==> src/rtl/int_muldiv_iter.sv <==
// Iterative integer multiply/divide unit: shift-add multiply, restoring divide, val/rdy on both sides.
// Optional build macro INT_MULDIV_ITER_EARLY_TERM_EN stops MUL once the remaining multiplier bits are zero.
module int_muldiv_iter #(
  parameter int p_nbits              = 32,
  parameter int p_mul_bits_per_cycle = 1
) (
  input  logic               clk,
  input  logic               reset,
  input  logic               istream_val,
  output logic               istream_rdy,
  input  logic [2:0]         istream_msg_fn,
  input  logic [p_nbits-1:0] istream_msg_a,
  input  logic [p_nbits-1:0] istream_msg_b,
  output logic               ostream_val,
  input  logic               ostream_rdy,
  output logic [p_nbits-1:0] ostream_msg
);

  localparam logic [2:0] FN_MUL  = 3'd0;
  localparam logic [2:0] FN_DIV  = 3'd1;
  localparam logic [2:0] FN_DIVU = 3'd2;
  localparam logic [2:0] FN_REM  = 3'd3;
  localparam logic [2:0] FN_REMU = 3'd4;

  localparam int CW = $clog2(p_nbits + 1);
  localparam logic [CW-1:0] MUL_LAST = CW'(p_nbits / p_mul_bits_per_cycle - 1);
  localparam logic [CW-1:0] DIV_LAST = CW'(p_nbits - 1);

  typedef enum logic [1:0] {IDLE, CALC, DONE} state_t;

  state_t             state_reg,  state_next;
  logic [2:0]         fn_reg,     fn_next;
  logic [p_nbits-1:0] a_reg,      a_next;
  logic [p_nbits-1:0] b_reg,      b_next;
  logic [p_nbits-1:0] acc_reg,    acc_next;
  logic [CW-1:0]      count_reg,  count_next;
  logic               sign_a_reg, sign_a_next;
  logic               sign_b_reg, sign_b_next;
  logic               b_zero_reg, b_zero_next;
  logic [p_nbits-1:0] result_reg, result_next;

  // In MUL, a_reg is the shifting multiplicand and b_reg the shifting multiplier.
  // In divide, a_reg shifts dividend bits out and quotient bits in; acc_reg is the partial remainder.
  logic [p_mul_bits_per_cycle-1:0][p_nbits-1:0] mul_pp;
  logic [p_nbits-1:0] mul_sum;

  genvar gi;
  generate
    for (gi = 0; gi < p_mul_bits_per_cycle; gi++) begin : g_mul_pp
      assign mul_pp[gi] = b_reg[gi] ? (a_reg << gi) : '0;
    end
  endgenerate

  always_comb begin
    mul_sum = acc_reg;
    for (int i = 0; i < p_mul_bits_per_cycle; i++) begin
      mul_sum = mul_sum + mul_pp[i];
    end
  end

  logic [p_nbits:0] div_shift;
  logic [p_nbits:0] div_diff;
  assign div_shift = {acc_reg, a_reg[p_nbits-1]};
  assign div_diff  = div_shift - {1'b0, b_reg};

  logic               in_signed;
  logic               is_last;
  logic [p_nbits-1:0] calc_result;
  logic [p_nbits-1:0] quo_signed;
  logic [p_nbits-1:0] rem_signed;

  always_comb begin
    state_next  = state_reg;
    fn_next     = fn_reg;
    a_next      = a_reg;
    b_next      = b_reg;
    acc_next    = acc_reg;
    count_next  = count_reg;
    sign_a_next = sign_a_reg;
    sign_b_next = sign_b_reg;
    b_zero_next = b_zero_reg;
    result_next = result_reg;
    in_signed   = (istream_msg_fn == FN_DIV) || (istream_msg_fn == FN_REM);
    is_last     = 1'b0;
    calc_result = '0;
    quo_signed  = '0;
    rem_signed  = '0;

    case (state_reg)
      IDLE: begin
        if (istream_val) begin
          state_next  = CALC;
          fn_next     = istream_msg_fn;
          count_next  = '0;
          acc_next    = '0;
          sign_a_next = in_signed && istream_msg_a[p_nbits-1];
          sign_b_next = in_signed && istream_msg_b[p_nbits-1];
          a_next      = sign_a_next ? -istream_msg_a : istream_msg_a;
          b_next      = sign_b_next ? -istream_msg_b : istream_msg_b;
          b_zero_next = (istream_msg_b == '0);
        end
      end

      CALC: begin
        count_next = count_reg + 1'b1;
        if (fn_reg == FN_MUL) begin
          acc_next    = mul_sum;
          a_next      = a_reg << p_mul_bits_per_cycle;
          b_next      = b_reg >> p_mul_bits_per_cycle;
          calc_result = mul_sum;
          is_last     = (count_reg == MUL_LAST);
`ifdef INT_MULDIV_ITER_EARLY_TERM_EN
          is_last     = is_last || (b_next == '0);
`endif
        end else if (fn_reg == FN_DIV || fn_reg == FN_DIVU ||
                     fn_reg == FN_REM || fn_reg == FN_REMU) begin
          // Restoring step: keep the trial difference only when it did not go negative.
          acc_next   = div_diff[p_nbits] ? div_shift[p_nbits-1:0] : div_diff[p_nbits-1:0];
          a_next     = {a_reg[p_nbits-2:0], ~div_diff[p_nbits]};
          is_last    = (count_reg == DIV_LAST);
          quo_signed = (sign_a_reg ^ sign_b_reg) ? -a_next : a_next;
          rem_signed = sign_a_reg ? -acc_next : acc_next;
          // With a zero divisor the remainder path naturally yields |a|, so only the quotient needs forcing.
          if (fn_reg == FN_DIV || fn_reg == FN_DIVU) begin
            calc_result = b_zero_reg ? '1 : quo_signed;
          end else begin
            calc_result = rem_signed;
          end
        end else begin
          is_last     = 1'b1;
          calc_result = '0;
        end
        if (is_last) begin
          state_next  = DONE;
          result_next = calc_result;
        end
      end

      DONE: begin
        if (ostream_rdy) begin
          state_next = IDLE;
        end
      end

      default: state_next = IDLE;
    endcase
  end

  always_ff @(posedge clk or posedge reset) begin
    if (reset) begin
      state_reg  <= IDLE;
      fn_reg     <= '0;
      a_reg      <= '0;
      b_reg      <= '0;
      acc_reg    <= '0;
      count_reg  <= '0;
      sign_a_reg <= 1'b0;
      sign_b_reg <= 1'b0;
      b_zero_reg <= 1'b0;
      result_reg <= '0;
    end else begin
      state_reg  <= state_next;
      fn_reg     <= fn_next;
      a_reg      <= a_next;
      b_reg      <= b_next;
      acc_reg    <= acc_next;
      count_reg  <= count_next;
      sign_a_reg <= sign_a_next;
      sign_b_reg <= sign_b_next;
      b_zero_reg <= b_zero_next;
      result_reg <= result_next;
    end
  end

  assign istream_rdy = (state_reg == IDLE) && !reset;
  assign ostream_val = (state_reg == DONE);
  assign ostream_msg = result_reg;

endmodule

==> config.mk <==
export PLATFORM = sky130hd
export DESIGN_NAME = int_muldiv_iter
export DESIGN_NICKNAME = d
export VERILOG_FILES = /design/src/rtl/int_muldiv_iter.sv
export SDC_FILE = /design/constraint.sdc
export NUM_CORES = 1
export LEC_CHECK = 0
export BUFFER_PORTS_ARGS = -buffer_cell sky130_fd_sc_hd__buf_4
export CAP_MARGIN = 20
export CORE_MARGIN = 2
export CORE_UTILIZATION = 30
export DETAILED_ROUTE_END_ITERATION = 6
export PLACE_DENSITY = 0.55
export SYNTH_ARGS = -nofsm -noshare
export SYNTH_HDL_FRONTEND = slang
export SYNTH_SLANG_ARGS = --single-unit
==> constraint.sdc <==
create_clock -name clk -period 9.66 [get_ports clk]
set_input_delay 1.932 -clock clk [delete_from_list [all_inputs] [get_ports clk]]
set_output_delay 1.932 -clock clk [all_outputs]
set_load 0.02 [all_outputs]
==> results.py <==
metrics = {
    "outcome": {
        "outcome": "complete, no violations",
    },
    "cells_and_area": {
        "area_delta_synth_final_pct": 13.7,
        "fin_cells": 2562,
        "nets": 2084,
        "antenna_cells": 0,
        "drive_gt1_frac": 0.102,
    },
    "die": {
        "ios": 105,
        "die_w_um": 220,
        "fp-row-count": 79,
        "start_util": 0.303,
        "die_y_um": 220,
        "die_area_um2": 48600,
        "coreArea_um2": 46400,
    },
    "global_route": {
        "grt_pass1_vias": 13900,
        "grt_pass1_wl_um": 79500,
        "grt_antenna_before_repair": 0,
        "grt-ovfl-total": 0,
        "grt_max_degree": 91,
        "grt_use_total": 0.212,
    },
    "clocking": {
        "htreeDepth": 4,
        "numCtsBuffers": 17,
        "insertion_delay_ns": 0.46,
        "cts_resized": 0,
        "cts_tree": "built",
        "post_cts_buffers": 0,
        "root_buffer": "clkbuf_16",
        "cts.path.max_buffers": 2,
        "cts.reportedPaths.clkPinSlew_ns": 0.07,
        "hold_buffers": 0,
        "clock_sinks": 142,
    },
    "yosys": {
        "syn_area_um2": 14000,
        "synthTopCellsByCount": "o21ai_0, nand2_1, nor2_1",
        "avgSynthCellArea_um2": 7.37,
        "synth.ff_latch_count": 142,
        "synth_top_area_cell": "dfrtp_1",
        "syn-num-nets": 2048,
        "synth_top_area_share": 0.253,
        "synth_cells": 1906,
        "synth_area_leaders": "dfrtp_1, o21ai_0, a21oi_1, ha_1, nand2_1",
        "synth_warnings": 0,
        "async_flop_share": 1.00,
        "ys_types": 83,
        "ys_seq_area_frac": 0.253,
        "yosysMostFrequentCell": "o21ai_0",
        "synth_edf_count": 0,
        "ys.flop_type": "dfrtp_1",
    },
    "timing": {
        "slew_viol_final": 0,
        "fin_skew_ns": 0.0168,
        "worst_slack_ns": 2.17,
        "rsz0062_at_grt": "false",
        "tns_ns": 0,
        "hold_viol": 0,
        "slew_headroom": 0.267,
        "period_minus_slack_ns": 7.49,
        "setup_viol_count_final": 0,
        "tightest_slew_ns": 1.10,
        "clock.fmax_mhz": 133,
        "finalCritPeriodShare": 0.775,
    },
    "worst_setup_path": {
        "cp_data_required_time_ns": 10.04,
        "cp-end-kind": "flop",
        "path_max_fanout": 58,
        "critPathKind": "reg -> reg",
        "worst_setup_path_start_kind": "flop",
        "cp.arrival_ns": 7.87,
    },
    "flow_run": {
        "maxCapViolCount": 0,
    },
    "drt": {
        "ant_nets": 0,
        "routed_via_density": 5.62,
        "drc": 0,
        "wl_per_cell_um": 19.9,
        "routed_wl_um": 51100,
        "num_vias": 14400,
        "first_pass_iters": 5,
        "drtIter0Drc": 1173,
    },
    "place": {
        "dp_slack_ns": 2.36,
        "dp_hpwl_um": 38500,
        "io_buffers": 104,
        "dp_cells": 2527,
        "place_congestion": 0.916,
    },
    "hold_path": {
        "min_path_type": "reg -> reg",
    },
}
[metrics by stage]
| stage | util | hold slack [ns] | cell area, um2 |
|---|---|---|---|
| floorplan | - | 0.448 | 14000 |
| finish | 0.344 | 0.475 | 16000 |
| CTS | 0.344 | 0.489 | 15900 |
| detailed placement | 0.331 | 0.473 | 15400 |
| global route | 0.344 | 0.516 | 16000 |
| global placement | 0.331 | 0.462 | 15400 |
[worst paths after layout]
path                           startpoint              end  slack, ns  depth (start not counted)
min reg2reg                ostream_msg[9]   ostream_msg[9]       0.48                          2
max reg2reg                      b_reg[0]  ostream_msg[30]       2.17                         20
max                              b_reg[0]  ostream_msg[30]       2.17                         20
min                        ostream_msg[9]   ostream_msg[9]       0.48                          2
min in group asynchronous           reset      acc_reg[28]       1.68                          2
max in group asynchronous           reset   ostream_msg[9]       6.74                          3
[critical path, stage by stage, from the launching register on]
cell	delay, ns
dfrtp_1	1.07
ha_1	0.32
inv_1	0.06
fa_1	0.42
a211oi_1	0.43
o211a_1	0.29
o41a_4	0.21
a21oi_2	0.08
o41ai_2	0.84
nor2_4	0
buf_4	0.32
inv_2	0.78
mux2i_1	0.37
ha_1	0.30
nand2_1	0.15
or4_1	0.55
o22a_1	0.28
o41ai_2	0.38
xor2_1	0.19
o221ai_1	0.14
a31oi_1	0.19
[cell families after synthesis]
logic type,after synthesis,synth area share
compound gates,656,0.292
flops,142,0.253
xor+xnor,154,0.0960
mux,23,0.0167
fa+ha+maj,71,0.0643
buf+inv,171,0.0473
simple gates,689,0.231
[cells in the final DEF, fill, tap and decap left out, types with 17 or more instances in the layout]
cell type	Yosys	layout
dfrtp_1	142	142
nor2_1	184	182
nand2_1	212	212
xor2_1	65	65
nor3_1	60	59
and2_1	39	39
nor4_1	19	19
a211oi_1	17	17
a21o_1	35	35
ha_1	69	69
mux2i_1	20	20
a31oi_1	22	22
xnor2_1	89	88
o21ai_0	217	217
buf_4	1	123
nand3_1	57	57
inv_1	62	61
or3_1	28	28
clkbuf_16	0	17
o31ai_1	25	25
o211ai_1	20	20
a21oi_1	181	180
[area by class of cell]
| type | instances | area, um2 |
|---|---|---|
| Inverter | 63 | 241 |
| Sequential cell | 142 | 3550 |
| Clock buffer | 22 | 464 |
| Clock inverter | 10 | 114 |
| Multi-Input combinational cell | 1593 | 9880 |
| Fill cell | 4992 | 30400 |
| Timing Repair Buffer | 125 | 955 |
| Tap cell | 607 | 759 |
[per-layer routing]
metal / global-route usage / share of wire / up-vias
met3: 0.0280 / 0.050 / 94
met1: 0.272 / 0.44 / 6901
met2: 0.359 / 0.47 / 428
li1: - / - / 6978
met4: 0.0850 / 0.036 / 0
met5: 0 / 0 / -
Power is not shown: default switching activity piles up to over one toggle a cycle in this logic, so the estimate is an artifact.
